$ cat config.mk
export PLATFORM = sky130hd
export DESIGN_NAME = trap_detector
export DESIGN_NICKNAME = d
export VERILOG_FILES = /design/src/rtl/trap_detector_pkg.sv /design/src/rtl/trap_decoder.sv /design/src/rtl/trap_detector.sv
export SDC_FILE = /design/constraint.sdc
export NUM_CORES = 1
export LEC_CHECK = 0
export CAP_MARGIN = 40
export CORE_MARGIN = 2
export CORE_UTILIZATION = 37
export CTS_CLUSTER_DIAMETER = 40
export CTS_CLUSTER_SIZE = 28
export DETAILED_ROUTE_END_ITERATION = 12
export PLACE_DENSITY = 0.83
export SYNTH_ARGS = -nofsm -noshare
export SYNTH_HDL_FRONTEND = slang
export SYNTH_SLANG_ARGS = --single-unit
$ cat constraint.sdc
create_clock -name clk -period 3.25 [get_ports clk]
set_clock_uncertainty 0.2 [all_clocks]
set_input_delay 0.65 -clock clk [delete_from_list [all_inputs] [get_ports clk]]
set_output_delay 0.65 -clock clk [all_outputs]
set_load 0.02 [all_outputs]
$ cat src/rtl/trap_detector_pkg.sv
// Shared trap definitions: trap codes seen by the trap controller plus the
// instruction encodings the trap decoder matches against.
package trap_detector_pkg;

    localparam int unsigned XLEN        = 32;
    localparam int unsigned TRAP_CODE_W = 3;

    typedef enum logic [TRAP_CODE_W-1:0] {
        TRAP_NONE       = 3'd0,
        TRAP_EBREAK     = 3'd1,
        TRAP_ECALL      = 3'd2,
        TRAP_MISALIGNED = 3'd3,
        TRAP_FENCEI     = 3'd4,
        TRAP_MRET       = 3'd5
    } trap_code_e;

    localparam logic [XLEN-1:0] INSTR_ECALL  = 32'h0000_0073;
    localparam logic [XLEN-1:0] INSTR_EBREAK = 32'h0010_0073;
    localparam logic [XLEN-1:0] INSTR_MRET   = 32'h3020_0073;
    localparam logic [6:0]      OPC_MISC_MEM = 7'h0F;
    localparam logic [2:0]      F3_FENCEI    = 3'b001;

    // FENCEI and MRET are held for a fixed time instead of waiting on the controller.
    function automatic logic is_single_cycle(input logic [TRAP_CODE_W-1:0] code);
        return (code == TRAP_FENCEI) || (code == TRAP_MRET);
    endfunction

endpackage

$ cat src/rtl/trap_decoder.sv
// Combinational trap decode of the committing instruction and redirect target.
// TRAP_MISALIGN_CHECK_EN enables the misaligned-target trap.
module trap_decoder
    import trap_detector_pkg::*;
(
    input  logic                   instr_valid,
    input  logic [XLEN-1:0]        instruction,
    input  logic                   branch_taken,
    input  logic [XLEN-1:0]        branch_target,
    output logic                   trap_detect,
    output logic [TRAP_CODE_W-1:0] trap_code
);

    logic       misaligned;
    logic       is_fencei;
    trap_code_e code;

`ifdef TRAP_MISALIGN_CHECK_EN
    logic unused_target_hi;
    assign misaligned       = branch_taken && (branch_target[1:0] != 2'b00);
    assign unused_target_hi = ^branch_target[XLEN-1:2];
`else
    logic unused_branch;
    assign misaligned    = 1'b0;
    assign unused_branch = ^{branch_taken, branch_target};
`endif

    assign is_fencei = (instruction[6:0] == OPC_MISC_MEM) && (instruction[14:12] == F3_FENCEI);

    // Misaligned redirect outranks the decode-based traps.
    always_comb begin
        code = TRAP_NONE;
        if (instr_valid) begin
            if (misaligned)                         code = TRAP_MISALIGNED;
            else if (instruction == INSTR_ECALL)    code = TRAP_ECALL;
            else if (instruction == INSTR_EBREAK)   code = TRAP_EBREAK;
            else if (instruction == INSTR_MRET)     code = TRAP_MRET;
            else if (is_fencei)                     code = TRAP_FENCEI;
        end
    end

    assign trap_code   = code;
    assign trap_detect = (code != TRAP_NONE);

endmodule

$ cat src/rtl/trap_detector.sv
// Trap issue stage: captures trap code and PC, holds them through the
// controller handshake and stalls the pipeline. TRAP_MISALIGN_CHECK_EN: see trap_decoder.
module trap_detector
    import trap_detector_pkg::*;
#(
    parameter int unsigned HOLD_CYCLES = 2,
    parameter int unsigned ACK_TIMEOUT = 15
) (
    input  logic                   clk,
    input  logic                   reset,
    input  logic                   instr_valid,
    input  logic [XLEN-1:0]        instruction,
    input  logic [XLEN-1:0]        pc,
    input  logic                   branch_taken,
    input  logic [XLEN-1:0]        branch_target,
    input  logic                   trap_done,
    output logic [TRAP_CODE_W-1:0] trap_status,
    output logic [XLEN-1:0]        trap_pc,
    output logic                   pc_stall,
    output logic                   trap_busy,
    output logic                   timeout_error
);

    localparam int unsigned CNT_W = 8;

    typedef enum logic [2:0] {
        S_IDLE      = 3'd0,
        S_WAIT_ACK  = 3'd1,
        S_WAIT_DONE = 3'd2,
        S_HOLD      = 3'd3,
        S_RELEASE   = 3'd4
    } state_e;

    state_e                 state_q, state_d;
    logic [TRAP_CODE_W-1:0] status_q, status_d;
    logic [XLEN-1:0]        pc_q, pc_d;
    logic [CNT_W-1:0]       cnt_q, cnt_d, cnt_inc;
    logic                   err_q, err_d;
    logic                   busy_q;
    logic                   dec_detect;
    logic [TRAP_CODE_W-1:0] dec_code;

    trap_decoder u_decoder (
        .instr_valid   (instr_valid),
        .instruction   (instruction),
        .branch_taken  (branch_taken),
        .branch_target (branch_target),
        .trap_detect   (dec_detect),
        .trap_code     (dec_code)
    );

    always_ff @(posedge clk) begin
        if (reset) begin
            state_q  <= S_IDLE;
            status_q <= TRAP_NONE;
            pc_q     <= '0;
            cnt_q    <= '0;
            err_q    <= 1'b0;
            busy_q   <= 1'b0;
        end else begin
            state_q  <= state_d;
            status_q <= status_d;
            pc_q     <= pc_d;
            cnt_q    <= cnt_d;
            err_q    <= err_d;
            busy_q   <= (state_d != S_IDLE);
        end
    end

    // Next-state: new traps are only accepted in IDLE; every exit passes through RELEASE.
    always_comb begin
        state_d  = state_q;
        status_d = status_q;
        pc_d     = pc_q;
        cnt_d    = cnt_q;
        err_d    = err_q;
        cnt_inc  = cnt_q + CNT_W'(1);
        unique case (state_q)
            S_IDLE: begin
                if (dec_detect) begin
                    status_d = dec_code;
                    pc_d     = pc;
                    cnt_d    = '0;
                    state_d  = is_single_cycle(dec_code) ? S_HOLD : S_WAIT_ACK;
                end
            end
            S_WAIT_ACK: begin
                cnt_d = cnt_inc;
                // A fall arriving on the timeout edge still counts as an acknowledge.
                if (!trap_done) begin
                    state_d = S_WAIT_DONE;
                end else if (cnt_inc == CNT_W'(ACK_TIMEOUT)) begin
                    err_d    = 1'b1;
                    status_d = TRAP_NONE;
                    state_d  = S_RELEASE;
                end
            end
            S_WAIT_DONE: begin
                if (trap_done) begin
                    status_d = TRAP_NONE;
                    state_d  = S_RELEASE;
                end
            end
            S_HOLD: begin
                cnt_d = cnt_inc;
                if (cnt_inc == CNT_W'(HOLD_CYCLES)) begin
                    status_d = TRAP_NONE;
                    state_d  = S_RELEASE;
                end
            end
            S_RELEASE: state_d = S_IDLE;
            default:   state_d = S_IDLE;
        endcase
    end

    assign pc_stall      = (state_q == S_IDLE) ? dec_detect : 1'b1;
    assign trap_status   = status_q;
    assign trap_pc       = pc_q;
    assign trap_busy     = busy_q;
    assign timeout_error = err_q;

endmodule

# == After elaboration in Yosys (flattened, before gate mapping) ==
# Index checks and enable logic that the tools add are counted.
# word_totals
register_bits,48
in_bits,101
output_inout_bits,38
elab_cells,57
# op_classes
n_addsub,1
n_eq_ne,17
muxes,21
n_reduce_logical,12
# op_table
operator,count
$mux 3,15
$eq 32x21->1 const B,1
$eq 32x30->1 const B,1
$eq 32x7->1 const B,1
$pmux 3 s4,2
$pmux 8 s2,1
$ne 2x2->1 const B,5
$add 8x1->8 const B,1
$eq 8x2->1 const B,1
$eq 8x4->1 const B,1
$mux 8,1
$eq 7x4->1 const B,1
$eq 3x1->1 const B,2
$eq 3x2->1 const B,2
$eq 3x3->1 const B,2
$reduce_and 6->1,1
$reduce_bool 3->1,2
$reduce_and 2->1,2
$reduce_bool 4->1,1
$logic_not 3->1,1
$reduce_and 3->1,1
$mux 2,1
$reduce_bool 2->1,1
$reduce_or 2->1,1
3 further kinds,3

# == Logic depth before layout (Yosys ltp) ==
# depth
word_depth,13
mapped_depth,9
mapped_depth_nobuf,8

# == By module ==
# A second synthesis with hierarchy kept.
# hier_totals
cells_unflattened,299
hier_area_um2,2333.5
# modules_own_cells
module,instances,cells_per_inst,area_each_um2
trap_detector,1,275,2138.3
trap_decoder,1,24,195.2

# == Worst setup path before layout ==
# Ideal clock, no wire load.
# synth_path
kind,in2out
startpoint,input instruction[9]
endpoint,output pc_stall
t_arrival_ns,1.901
required_ns,2.400
setup_slack_ns,0.499
cell_stages,6
n_path_buf,0
cell_sequence,nor4_1 nand4_1 or2_1 o211a_1 nor3b_1 inv_1
# synth_via
elab_chain_len,7
word_cells_on_any_way,9
# synth_lines
item,line,source
"start, declared",trap_detector.sv:12,"input logic [XLEN-1:0] instruction,"
$eq 32x30->1,trap_decoder.sv:37,else if (instruction == INSTR_MRET) code = TRAP_MRET;
$mux 3,trap_decoder.sv:37,
$mux 3,trap_decoder.sv:36,else if (instruction == INSTR_EBREAK) code = TRAP_EBREAK;
$mux 3 *,trap_decoder.sv:35,else if (instruction == INSTR_ECALL) code = TRAP_ECALL;
$mux 3 *,trap_decoder.sv:33,if (instr_valid) begin
$reduce_bool 3->1 *,trap_decoder.sv:43,assign trap_detect = (code != TRAP_NONE);
$mux 1 *,trap_detector.sv:116,assign pc_stall = (state_q == S_IDLE) ? dec_detect : 1'b1;
"end, declared",trap_detector.sv:19,"output logic pc_stall,"
# Mark *: on every way between the ends. The rest lies on a longest branch, timed or not.

# == Final worst setup path ==
# layout_path
startpoint,input instruction[25]
endpoint,output pc_stall
# The elaborated chain is that of the path after synthesis.

==> flow_summary.toml <==
[run_status]
outcome = "completed"

[logic_synthesis]
yosysWarnings = 0
synth.avg_cell_area_um2 = 9.27
syn_area_um2 = 2300
async_flop_share_pct = 0
ys_seq_area_share_pct = 41.8
ys_types = 45
synth_top_flop_cell = "dfxtp_1"
synth_seq_cells = 48
syn_nets = 352
syn-instance-count = 248
synth-edff-count = 0

[global_route]
grt_first_pass_wirelength_um = 10000
grtUsageMet1_pct = 20.7
use_met2_pct = 30.2
grt_usage_pct = 17.2
grtUsageMet3_pct = 4.67
busiest_layer = "met2"
antenna_found_initial = 0
grt-ovfl-total = 0
grt_max_degree = 21
first_global_vias = 2194

[place]
placed_area_um2 = 3490
dp_hpwl_um = 4670
gp_congestion = 0.854
io_buffers = 105
dp_slack_ps = -515

[drt]
drt_iter0_drc = 126
vias = 2291
drc = 0
via_per_inst = 5.15
wl_per_cell_um = 14.2
final_antenna_net_count = 0
wirelength_um = 6310
dr.pass1.iters = 5

[die]
dieArea_um2 = 6860
pin_count = 139
initial_utilization_pct = 38.6
die_height_um = 82.8
core_area_um2 = 5960
die_w_um = 82.8
rows = 28

[hold_path]
hp-class = "flip-flop to flip-flop"
min-delay-start = "trap_status[2]$_SDFFE_PP0P_"

[power]
p_total_mw = 1.08
ir_worst_vdd_v = 0.000265
power.density_nw_per_um2 = 289
cellLeakagePower_nw = 1.81

[clocking]
clkTransAtPathRegs_ps = 90
cts_max_path_buffers = 2
root_buffer = "clkbuf_8"
cts.htree.levels = 2
clk_latency_ps = 300
cts_sinks = 48
tritoncts = "yes"
numCtsBuffers = 5

[critical_path]
path_delay_family = "simple AND/OR/NAND/NOR gates"
path_max_fanout = 2
path_buf_inv = 3
crit_chain = "clkdlybuf4s50_1 > nor4_4 > nand3_2 > or2_1 > o211a_1 > nor3b_2 > inv_1 > buf_6"
regToRegStartpoint = "cnt_q[1]$_SDFFE_PP0P_"
regToRegSetupSlack_ps = 610
startpoint = "instruction[25]"
critPathRequiredTime_ps = 2400
slowest_delay_ps = 440
critPathCaptureType = "primary output"
start_kind = "primary input"
crit_slowest_cell = "clkdlybuf4s50_1"
cp.arrival_ps = 2360
critical_path_class = "primary input to primary output"

[layout]
fin_util_pct = 62.6
drive_gt1_share_pct = 13.5
area.growth.synth_to_final_pct = 62.2
final_area_um2 = 3730
layout.cells.most_common_list = "78 x clkdlybuf4s50_1, 48 x dfxtp_1, 45 x nor2_1"
diodes = 0
final_common_cell = "clkdlybuf4s50_1"
fin_nets = 473

[sta]
max_freq_ghz = 0.311
layout_setup_ws_ps = 37.2
finalCritPeriodShare_pct = 98.9
slew_headroom_pct = 62.9
drv_slew = 0
setup_viol = 0
hold_viol_final = 0
tightestPinTransition_ps = 557
layout_min_cycle_time_ps = 3210

[flow_run]
drv_cap = 0
per-layer routing:
metal	part of all wire, %	wire length, µm	vias up
met3	4.7	296	14
li1	-	-	1131
met2	51	3200	59
met5	0	0	-
met4	1.6	103	0
met1	43	2710	1087
registers in the layout, indices dropped and copies added, names as in the netlist:
signal,flops
trap_busy,1
state_q,3
timeout_error,1
trap_pc,32
trap_status,3
cnt_q,8
what timing repair did:
item                                    in CTS  in global routing
endpoints found under the setup margin       1                  1
hold buffers                                 0                  0
setup buffers                                4                  1
gates resized for setup                     12                 27
pin swaps                                    8                 12
cell type report:
cell class | instances | area (µm²)
Fill cell | 504 | 2230
Inverter | 5 | 18.8
Sequential cell | 48 | 961
Clock inverter | 2 | 13.8
Tap cell | 75 | 93.8
Multi-Input combinational cell | 183 | 1270
Clock buffer | 6 | 82.6
Timing Repair Buffer | 126 | 1290
final timing paths:
check,endpoint,cells after the start
hold reg to reg,trap_status[2]$_SDFFE_PP0P_,2
setup / recovery,pc_stall,8
setup reg to reg,trap_status[0]$_SDFFE_PP0P_,8
hold / removal,trap_status[2]$_SDFFE_PP0P_,2
cells in the mapped netlist (3+ instances only):
cell / n / share of area [%]
a21oi_1: 11 / 2.4
a31oi_1: 5 / 1.4
buf_12: 3 / 2.6
clkbuf_1: 5 / 0.82
dfxtp_1: 48 / 42
ha_1: 3 / 1.6
inv_1: 5 / 0.82
mux2i_1: 34 / 15
nand2_1: 12 / 2.0
nand2b_1: 4 / 1.1
nand3_1: 12 / 2.6
nand4_1: 4 / 1.1
nor2_1: 45 / 7.3
nor2b_1: 3 / 0.82
nor3_1: 4 / 0.87
nor4_2: 3 / 1.6
o21ai_0: 4 / 0.87
or3_1: 6 / 1.6
metrics by stage:
step,hold WS (ps),instances,setup TNS [ps]
after floorplan,264,248,0
after global placement,254,432,-489
after detailed placement,275,432,-595
after CTS,290,444,0
after global routing,332,445,-41.8
final,290,445,0
logic make-up (layout without fill, tap and decap cells):
kind of cell	Yosys count	after routing	synth area share, %
AO/OA/AOI/OAI	34	34	9.96
multiplexers	36	36	15.8
buffers and inverters	17	139	5.33
adder cells (fa/ha/maj)	3	3	1.63
flip-flops	48	48	41.8
AND/OR/NAND/NOR	110	110	25.5
tightest hold or removal path: stages, from the launching register on:
cell	delay [ps]
dfxtp_1	320
nand2b_1	60
mux2i_1	60
power by group:
| group | internal, mW | switching [mW] |
|---|---|---|
| clock network | 0.174 | 0.204 |
| logic | 0.0763 | 0.0349 |
| registers | 0.588 | 0.000109 |
| total | 0.838 | 0.239 |
(Power assumes the default switching activity.)
